File: config.mk
export PLATFORM = sky130hd
export DESIGN_NAME = ld_st_dep_tracker
export DESIGN_NICKNAME = d
export VERILOG_FILES = /design/src/rtl/ld_st_dep_tracker_pkg.sv /design/src/rtl/ld_st_dep_tracker_youngest_dep_sel.sv /design/src/rtl/ld_st_dep_tracker.sv
export SDC_FILE = /design/constraint.sdc
export NUM_CORES = 2
export LEC_CHECK = 0
export CAP_MARGIN = 20
export CORE_MARGIN = 5
export CORE_UTILIZATION = 45
export CTS_BUF_LIST = sky130_fd_sc_hd__clkbuf_4 sky130_fd_sc_hd__clkbuf_8
export DETAILED_ROUTE_END_ITERATION = 8
export GPL_ROUTABILITY_DRIVEN = 0
export GPL_TIMING_DRIVEN = 1
export HOLD_SLACK_MARGIN = 0.05
export SLEW_MARGIN = 20
export SYNTH_ARGS = -nofsm -noshare
export SYNTH_HDL_FRONTEND = slang
export SYNTH_SLANG_ARGS = --single-unit
export TNS_END_PERCENT = 30
File: constraint.sdc
create_clock -name clk -period 17.1 [get_ports clk]
set_input_delay 5.13 -clock clk [delete_from_list [all_inputs] [get_ports clk]]
set_output_delay 5.13 -clock clk [all_outputs]
set_load 0.02 [all_outputs]
File: src/rtl/ld_st_dep_tracker_pkg.sv
// Shared types for the load/store dependence tracker: access width encoding
// and the byte-lane mask derived from (addr[1:0], width).
package ld_st_pkg;

  typedef enum logic [1:0] {
    LS_B = 2'b00,
    LS_H = 2'b01,
    LS_W = 2'b10
  } ls_width_e;

  // Width code 2'b11 is treated as a full word.
  function automatic logic [3:0] bmask(input logic [1:0] a, input logic [1:0] w);
    logic [3:0] m;
    case (ls_width_e'(w))
      LS_B:    m = 4'b0001 << a;
      LS_H:    m = 4'b0011 << a;
      default: m = 4'hF;
    endcase
    return m;
  endfunction

endpackage

File: src/rtl/ld_st_dep_tracker_youngest_dep_sel.sv
// Finds the youngest set column of one MDM row: the set bit nearest below the
// store FIFO tail, by rotating the row so tail-1 lands at bit 0.
module youngest_dep_sel #(
  parameter int N  = 8,
  parameter int LW = $clog2(N)
) (
  input  logic [N-1:0]  row,
  input  logic [LW-1:0] tail,
  output logic          found,
  output logic [LW-1:0] idx
);

  logic [N-1:0]  rot;
  logic [LW-1:0] k_sel;

  always_comb begin
    rot = '0;
    for (int k = 0; k < N; k++) begin
      rot[k] = row[tail - LW'(k + 1)];
    end
  end

  always_comb begin
    found = 1'b0;
    k_sel = '0;
    for (int k = N - 1; k >= 0; k--) begin
      if (rot[k]) begin
        found = 1'b1;
        k_sel = LW'(k);
      end
    end
    idx = tail - k_sel - LW'(1);
  end

endmodule

File: src/rtl/ld_st_dep_tracker.sv
// Load buffer + store FIFO with a load-x-store dependence matrix; loads wait for
// older overlapping stores to drain, or issue early with forwarded store data.
module ld_st_dep_tracker
  import ld_st_pkg::*;
#(
  parameter int LD_N_ENTRIES = 8,
  parameter int ST_N_ENTRIES = 8,
  parameter int ADDR_WIDTH   = 32,
  parameter int ROB_ID_WIDTH = 6,
  parameter bit FWD_EN       = 1'b1
) (
  input  logic                    clk,
  input  logic                    rst,
  input  logic                    flush,
  input  logic                    ld_enq_valid,
  output logic                    ld_enq_ready,
  input  logic [ADDR_WIDTH-1:0]   ld_enq_addr,
  input  logic [1:0]              ld_enq_width,
  input  logic [ROB_ID_WIDTH-1:0] ld_enq_rob_id,
  input  logic                    st_enq_valid,
  output logic                    st_enq_ready,
  input  logic [ADDR_WIDTH-1:0]   st_enq_addr,
  input  logic [1:0]              st_enq_width,
  input  logic [31:0]             st_enq_data,
  output logic                    st_deq_valid,
  input  logic                    st_deq_ready,
  output logic [ADDR_WIDTH-1:0]   st_deq_addr,
  output logic [1:0]              st_deq_width,
  output logic [31:0]             st_deq_data,
  output logic                    ld_iss_valid,
  input  logic                    ld_iss_ready,
  output logic [ADDR_WIDTH-1:0]   ld_iss_addr,
  output logic [1:0]              ld_iss_width,
  output logic [ROB_ID_WIDTH-1:0] ld_iss_rob_id,
  output logic                    ld_iss_fwd,
  output logic [31:0]             ld_iss_fwd_data
);

  localparam int SP = $clog2(ST_N_ENTRIES);
  localparam int LP = $clog2(LD_N_ENTRIES);

  typedef struct packed {
    logic [ADDR_WIDTH-1:0]   addr;
    logic [1:0]              width;
    logic [ROB_ID_WIDTH-1:0] rob_id;
  } ld_buf_entry_t;

  typedef struct packed {
    logic [ADDR_WIDTH-1:0] addr;
    logic [1:0]            width;
    logic [31:0]           data;
  } st_buf_entry_t;

  logic [LD_N_ENTRIES-1:0] ld_valid;
  ld_buf_entry_t           ld_buf [LD_N_ENTRIES];
  st_buf_entry_t           st_buf [ST_N_ENTRIES];
  logic [SP:0]             st_head, st_tail;
  logic [ST_N_ENTRIES-1:0] mdm [LD_N_ENTRIES];

  logic [SP-1:0]           head_idx, tail_idx;
  logic [SP:0]             st_count;
  logic                    st_full;
  logic [ST_N_ENTRIES-1:0] st_col_valid, deq_col, new_row;
  logic                    ld_enq_fire, st_enq_fire, st_deq_fire, ld_iss_fire;
  logic [LP-1:0]           ld_free_slot, iss_sel;
  logic [LD_N_ENTRIES-1:0] y_found, fwd_ok, ld_ready;
  logic [SP-1:0]           y_idx [LD_N_ENTRIES];
  logic [3:0]              ld_enq_bmask;

  assign head_idx = st_head[SP-1:0];
  assign tail_idx = st_tail[SP-1:0];
  assign st_count = st_tail - st_head;
  assign st_full  = (st_head[SP] != st_tail[SP]) && (head_idx == tail_idx);

  assign st_enq_ready = ~st_full;
  assign st_enq_fire  = st_enq_valid & ~st_full;
  assign st_deq_valid = (st_head != st_tail);
  assign st_deq_fire  = st_deq_valid & st_deq_ready;
  assign st_deq_addr  = st_buf[head_idx].addr;
  assign st_deq_width = st_buf[head_idx].width;
  assign st_deq_data  = st_buf[head_idx].data;

  assign ld_enq_ready = ~&ld_valid;
  assign ld_enq_fire  = ld_enq_valid & ld_enq_ready;
  assign ld_enq_bmask = bmask(ld_enq_addr[1:0], ld_enq_width);

  always_comb begin
    logic [SP-1:0] offs;
    offs = '0;
    st_col_valid = '0;
    for (int c = 0; c < ST_N_ENTRIES; c++) begin
      offs = SP'(c) - head_idx;
      st_col_valid[c] = ({1'b0, offs} < st_count);
    end
  end

  always_comb begin
    deq_col = '0;
    deq_col[head_idx] = st_deq_fire;
  end

  // Stores leaving this cycle are excluded; a store arriving this cycle is younger.
  always_comb begin
    new_row = '0;
    for (int c = 0; c < ST_N_ENTRIES; c++) begin
      new_row[c] = st_col_valid[c] & ~deq_col[c]
                 & (ld_enq_addr[ADDR_WIDTH-1:2] == st_buf[c].addr[ADDR_WIDTH-1:2])
                 & |(ld_enq_bmask & bmask(st_buf[c].addr[1:0], st_buf[c].width));
    end
  end

  always_comb begin
    ld_free_slot = '0;
    for (int i = LD_N_ENTRIES - 1; i >= 0; i--) begin
      if (!ld_valid[i]) ld_free_slot = LP'(i);
    end
  end

  for (genvar g = 0; g < LD_N_ENTRIES; g++) begin : g_sel
    youngest_dep_sel #(.N(ST_N_ENTRIES), .LW(SP)) u_sel (
      .row   (mdm[g]),
      .tail  (tail_idx),
      .found (y_found[g]),
      .idx   (y_idx[g])
    );
  end

  always_comb begin
    logic [3:0] lm, sm;
    lm = '0;
    sm = '0;
    fwd_ok   = '0;
    ld_ready = '0;
    for (int i = 0; i < LD_N_ENTRIES; i++) begin
      lm = bmask(ld_buf[i].addr[1:0], ld_buf[i].width);
      sm = bmask(st_buf[y_idx[i]].addr[1:0], st_buf[y_idx[i]].width);
      fwd_ok[i]   = FWD_EN & y_found[i] & ((lm & ~sm) == 4'h0);
      ld_ready[i] = ld_valid[i] & ((mdm[i] == '0) | fwd_ok[i]);
    end
  end

  always_comb begin
    iss_sel = '0;
    for (int i = LD_N_ENTRIES - 1; i >= 0; i--) begin
      if (ld_ready[i]) iss_sel = LP'(i);
    end
  end

  assign ld_iss_valid    = |ld_ready;
  assign ld_iss_addr     = ld_buf[iss_sel].addr;
  assign ld_iss_width    = ld_buf[iss_sel].width;
  assign ld_iss_rob_id   = ld_buf[iss_sel].rob_id;
  assign ld_iss_fwd      = ld_iss_valid & fwd_ok[iss_sel] & (mdm[iss_sel] != '0);
  assign ld_iss_fwd_data = ld_iss_fwd ? st_buf[y_idx[iss_sel]].data : 32'h0;
  assign ld_iss_fire     = ld_iss_valid & ld_iss_ready;

  always_ff @(posedge clk) begin
    if (rst || flush) begin
      ld_valid <= '0;
      st_head  <= '0;
      st_tail  <= '0;
      for (int i = 0; i < LD_N_ENTRIES; i++) mdm[i] <= '0;
    end else begin
      for (int i = 0; i < LD_N_ENTRIES; i++) begin
        if (ld_enq_fire && ld_free_slot == LP'(i)) begin
          ld_valid[i] <= 1'b1;
          mdm[i]      <= new_row;
        end else begin
          if (ld_iss_fire && iss_sel == LP'(i)) ld_valid[i] <= 1'b0;
          mdm[i] <= mdm[i] & ~deq_col;
        end
      end
      if (st_enq_fire) st_tail <= st_tail + 1'b1;
      if (st_deq_fire) st_head <= st_head + 1'b1;
    end
  end

  // Payload storage needs no reset; validity lives in ld_valid and the pointers.
  always_ff @(posedge clk) begin
    if (ld_enq_fire) ld_buf[ld_free_slot] <= '{ld_enq_addr, ld_enq_width, ld_enq_rob_id};
    if (st_enq_fire) st_buf[tail_idx] <= '{st_enq_addr, st_enq_width, st_enq_data};
  end

endmodule

==> impl_metrics.py <==
metrics = {
    "worst_setup_path": {
        "reg2reg_slack_ns": 8.98,
        "crit_start": "st_tail[0]",
        "cp_num_buf_inv": 5,
        "criticalPathCategory": "reg -> out",
        "cp_max_fo": 65,
        "crit_family": "buffers and inverters",
        "critPathRequiredTime_ns": 11.97,
        "arrival_ns": 10.85,
        "crit_path_end": "ld_iss_fwd_data[30]",
        "path_depth": 31,
        "end_kind": "output pin",
        "crit_path_max_incr_delay_ns": 0.83,
        "r2r-start": "st_tail[0]",
        "rr_endpoint": "ld_valid[0]",
        "cp-start-kind": "register",
        "cp_slowest_cell": "fa_1",
        "reg2reg_depth": 27,
        "cpMostUsedCell": "buf_4",
    },
    "synthesis": {
        "ys_ff_latch": 931,
        "synth_edf_count": 912,
        "synth.avg_cell_area_um2": 14.3,
        "ys.flop_type": "edfxtp_1",
        "synth_area_um2": 50000,
        "ys_async_sr_fraction": 0,
        "yosys.area.top_type": "edfxtp_1",
        "yosysWarnings": 0,
        "synthTopCellsByArea": "edfxtp_1 55%, mux4_2 13%, mux2i_1 4.6%",
        "yosysTopAreaCellShare": 0.548,
        "yosysMostFrequentCell": "edfxtp_1",
        "ys_types": 102,
        "synthTopCellsByCount": "912 x edfxtp_1, 292 x mux4_2, 254 x nand2_1",
        "postSynthCellCount": 3493,
        "seq_area_frac_synth": 0.555,
    },
    "die": {
        "fp.dieH_um": 343,
        "start_util": 0.452,
        "fp-row-count": 122,
        "io_pins": 256,
        "coreArea_um2": 111000,
        "die_x_um": 343,
        "dieArea_um2": 118000,
    },
    "sta": {
        "finalSetupViolCount": 0,
        "rsz0062_at_grt": "false",
        "hold_viol": 0,
        "max_freq_mhz": 62.6,
        "report.final.slew_viol_count": 0,
        "relSlewSlack": 0.193,
        "post-route-period-util": 0.934,
        "tightest_slew_ns": 1.21,
        "fin_skew_ns": 0.0474,
        "fin_crit_ns": 15.98,
        "setup-tns-final_ns": 0,
        "fin_ws_ns": 1.12,
    },
    "clocking": {
        "numClockSinks": 931,
        "cts_tree": "built",
        "ctsResizeCount": 0,
        "cts_made_buffers": 158,
        "root_buffer": "clkbuf_8",
        "h-tree-depth": 4,
        "postCtsSetupRepairBufs": 0,
        "hold_buffers": 0,
        "cts_buffer_depth": 3,
        "insertion_delay_ns": 0.85,
        "clkTransAtPathRegs_ns": 0.05,
    },
    "power_and_ir_drop": {
        "p_leak_nw": 19.1,
        "pwr_density_cell_nw_per_um2": 93.0,
        "ir_worst_vdd_uv": 62.8,
        "power_frac_seq": 0.483,
        "combPwrFrac": 0.153,
        "clock_power_share": 0.364,
        "power.internal_mw": 3.95,
        "sw_frac_of_total": 0.260,
        "p_switching_mw": 1.39,
    },
    "layout": {
        "nets": 3959,
        "syn2layout_area_growth_pct": 14.7,
        "stdcell_count": 5417,
        "drive_gt1_frac": 0.199,
        "fill_cells": 9345,
    },
    "routing": {
        "wl_mm": 154,
        "drc_errors": 0,
        "wl_per_cell_um": 28.4,
        "first_pass_iters": 8,
        "via_per_inst": 6.16,
        "num_vias": 33400,
        "drtIter0Drc": 3463,
        "ant_nets": 0,
    },
    "grt": {
        "grt-ovfl-total": 0,
        "antenna_found_initial": 21,
        "grt_start_max_net_pins": 113,
        "grt_pass1_vias": 32600,
        "grt_pass1_wl_mm": 223,
        "grt_usage": 0.257,
    },
    "placed_design": {
        "hpwl_mm": 98.3,
        "portBuffers": 255,
        "post-place-ws_ns": 2.08,
        "post-place-cells": 5126,
    },
    "min_path": {
        "hold_class": "reg -> reg",
        "hold_path_depth": 2,
    },
    "run": {
        "drv_cap": 0,
    },
    "status": {
        "outcome": "finished, final reports clean",
    },
}
[registers in the layout (all words and copies together) (netlist names), named ones only]
signal    count
ld_buf      320
ld_valid      8
mdm          64
st_buf      528
st_head       4
st_tail       4
[tightest hold or removal path, stage by stage, from the launching register on]
cell,delay [ns]
dfxtp_1,0.35
xor2_1,0.08
nor2_1,0.08
[layout make-up]
class / count / area (µm²) / area share
Sequential cell: 931 / 27800 / 0.485
Multi-Input combinational cell: 2330 / 21300 / 0.372
Timing Repair Buffer: 324 / 3110 / 0.0543
Clock buffer: 220 / 2660 / 0.0464
Tap cell: 1488 / 1860 / 0.0325
Clock inverter: 56 / 368 / 0.00642
Inverter: 55 / 206 / 0.00360
Antenna cell: 13 / 32.5 / 0.000567
[power by group through the flow]
stage	logic (mW)	clock network, mW	registers (mW)
detailed placement	0.808	0	2.62
global route	0.872	2.09	2.57
CTS	0.812	1.99	2.57
finish	0.817	1.94	2.57
floorplan	0.558	0	2.61
global placement	0.808	0	2.62
[cells in the final DEF (no fill, tap or decap), types with 10 or more instances in the layout]
| cell | netlist | layout |
|---|---|---|
| clkinv_1 | 0 | 34 |
| nor3_1 | 26 | 22 |
| a22o_1 | 37 | 37 |
| nor4_1 | 48 | 48 |
| mux4_2 | 292 | 292 |
| o211ai_1 | 10 | 10 |
| nor2_1 | 194 | 193 |
| edfxtp_1 | 912 | 912 |
| a211oi_1 | 11 | 11 |
| mux2_1 | 24 | 24 |
| ha_1 | 36 | 35 |
| a21oi_1 | 90 | 90 |
| nand4_1 | 41 | 41 |
| xor2_1 | 140 | 140 |
| diode_2 | 0 | 13 |
| conb_1 | 1 | 64 |
| a22oi_1 | 21 | 21 |
| a222oi_1 | 40 | 40 |
| buf_4 | 5 | 65 |
| xnor2_1 | 123 | 122 |
| inv_2 | 1 | 10 |
| a21o_1 | 43 | 43 |
| nand3b_1 | 17 | 17 |
| fa_1 | 10 | 10 |
| mux2_2 | 93 | 93 |
| inv_1 | 54 | 45 |
| mux2i_1 | 230 | 230 |
| o22ai_1 | 36 | 36 |
| clkdlybuf4s50_1 | 0 | 255 |
| a221oi_1 | 14 | 14 |
| clkbuf_4 | 0 | 59 |
| nand2_1 | 254 | 254 |
| nor2b_1 | 47 | 47 |
| o21ai_0 | 75 | 75 |
| dfxtp_1 | 19 | 13 |
| a31oi_1 | 47 | 47 |
| nand2b_1 | 26 | 26 |
| nand3_1 | 66 | 66 |
| clkbuf_8 | 0 | 161 |
[per-layer routing]
metal / up-vias / GRT usage / part of all wire
met2: 1593 / 0.383 / 0.45
met1: 17100 / 0.356 / 0.41
met5: - / 0 / 0.00072
met3: 295 / 0.0757 / 0.10
li1: 14400 / - / -
met4: 16 / 0.102 / 0.040
[worst min path at each step]
| stage | to | startpoint |
|---|---|---|
| finish | st_head[3] | st_head[3] |
| CTS | ld_valid[6] | ld_valid[6] |
| global placement | st_head[3] | st_head[3] |
| global route | st_tail[3] | st_tail[3] |
| detailed placement | ld_valid[6] | ld_valid[6] |
| floorplan | ld_valid[6] | ld_valid[6] |
[stage by stage]
step	instance area [µm²]	power [mW]	hold WS, ns	utilization
final	57300	5.33	0.541	0.519
after global placement	54200	3.43	0.513	0.491
after floorplan	50200	3.17	0.476	-
after detailed placement	54200	3.43	0.527	0.491
after global routing	57300	5.54	0.561	0.519
after CTS	57200	5.37	0.536	0.518
[cells by family after synthesis]
kind of cell | count (synthesis) | synth area share
muxes | 645 | 0.206
AOI/OAI and AO/OA | 525 | 0.0766
buffers and inverters | 295 | 0.0266
adders and majority gates | 46 | 0.0130
DFF | 931 | 0.555
and+or+nand+nor | 783 | 0.0749
other | 1 | 0.0000750
xor gates and xnor gates | 267 | 0.0474
Power figures use the tool's default switching activity.
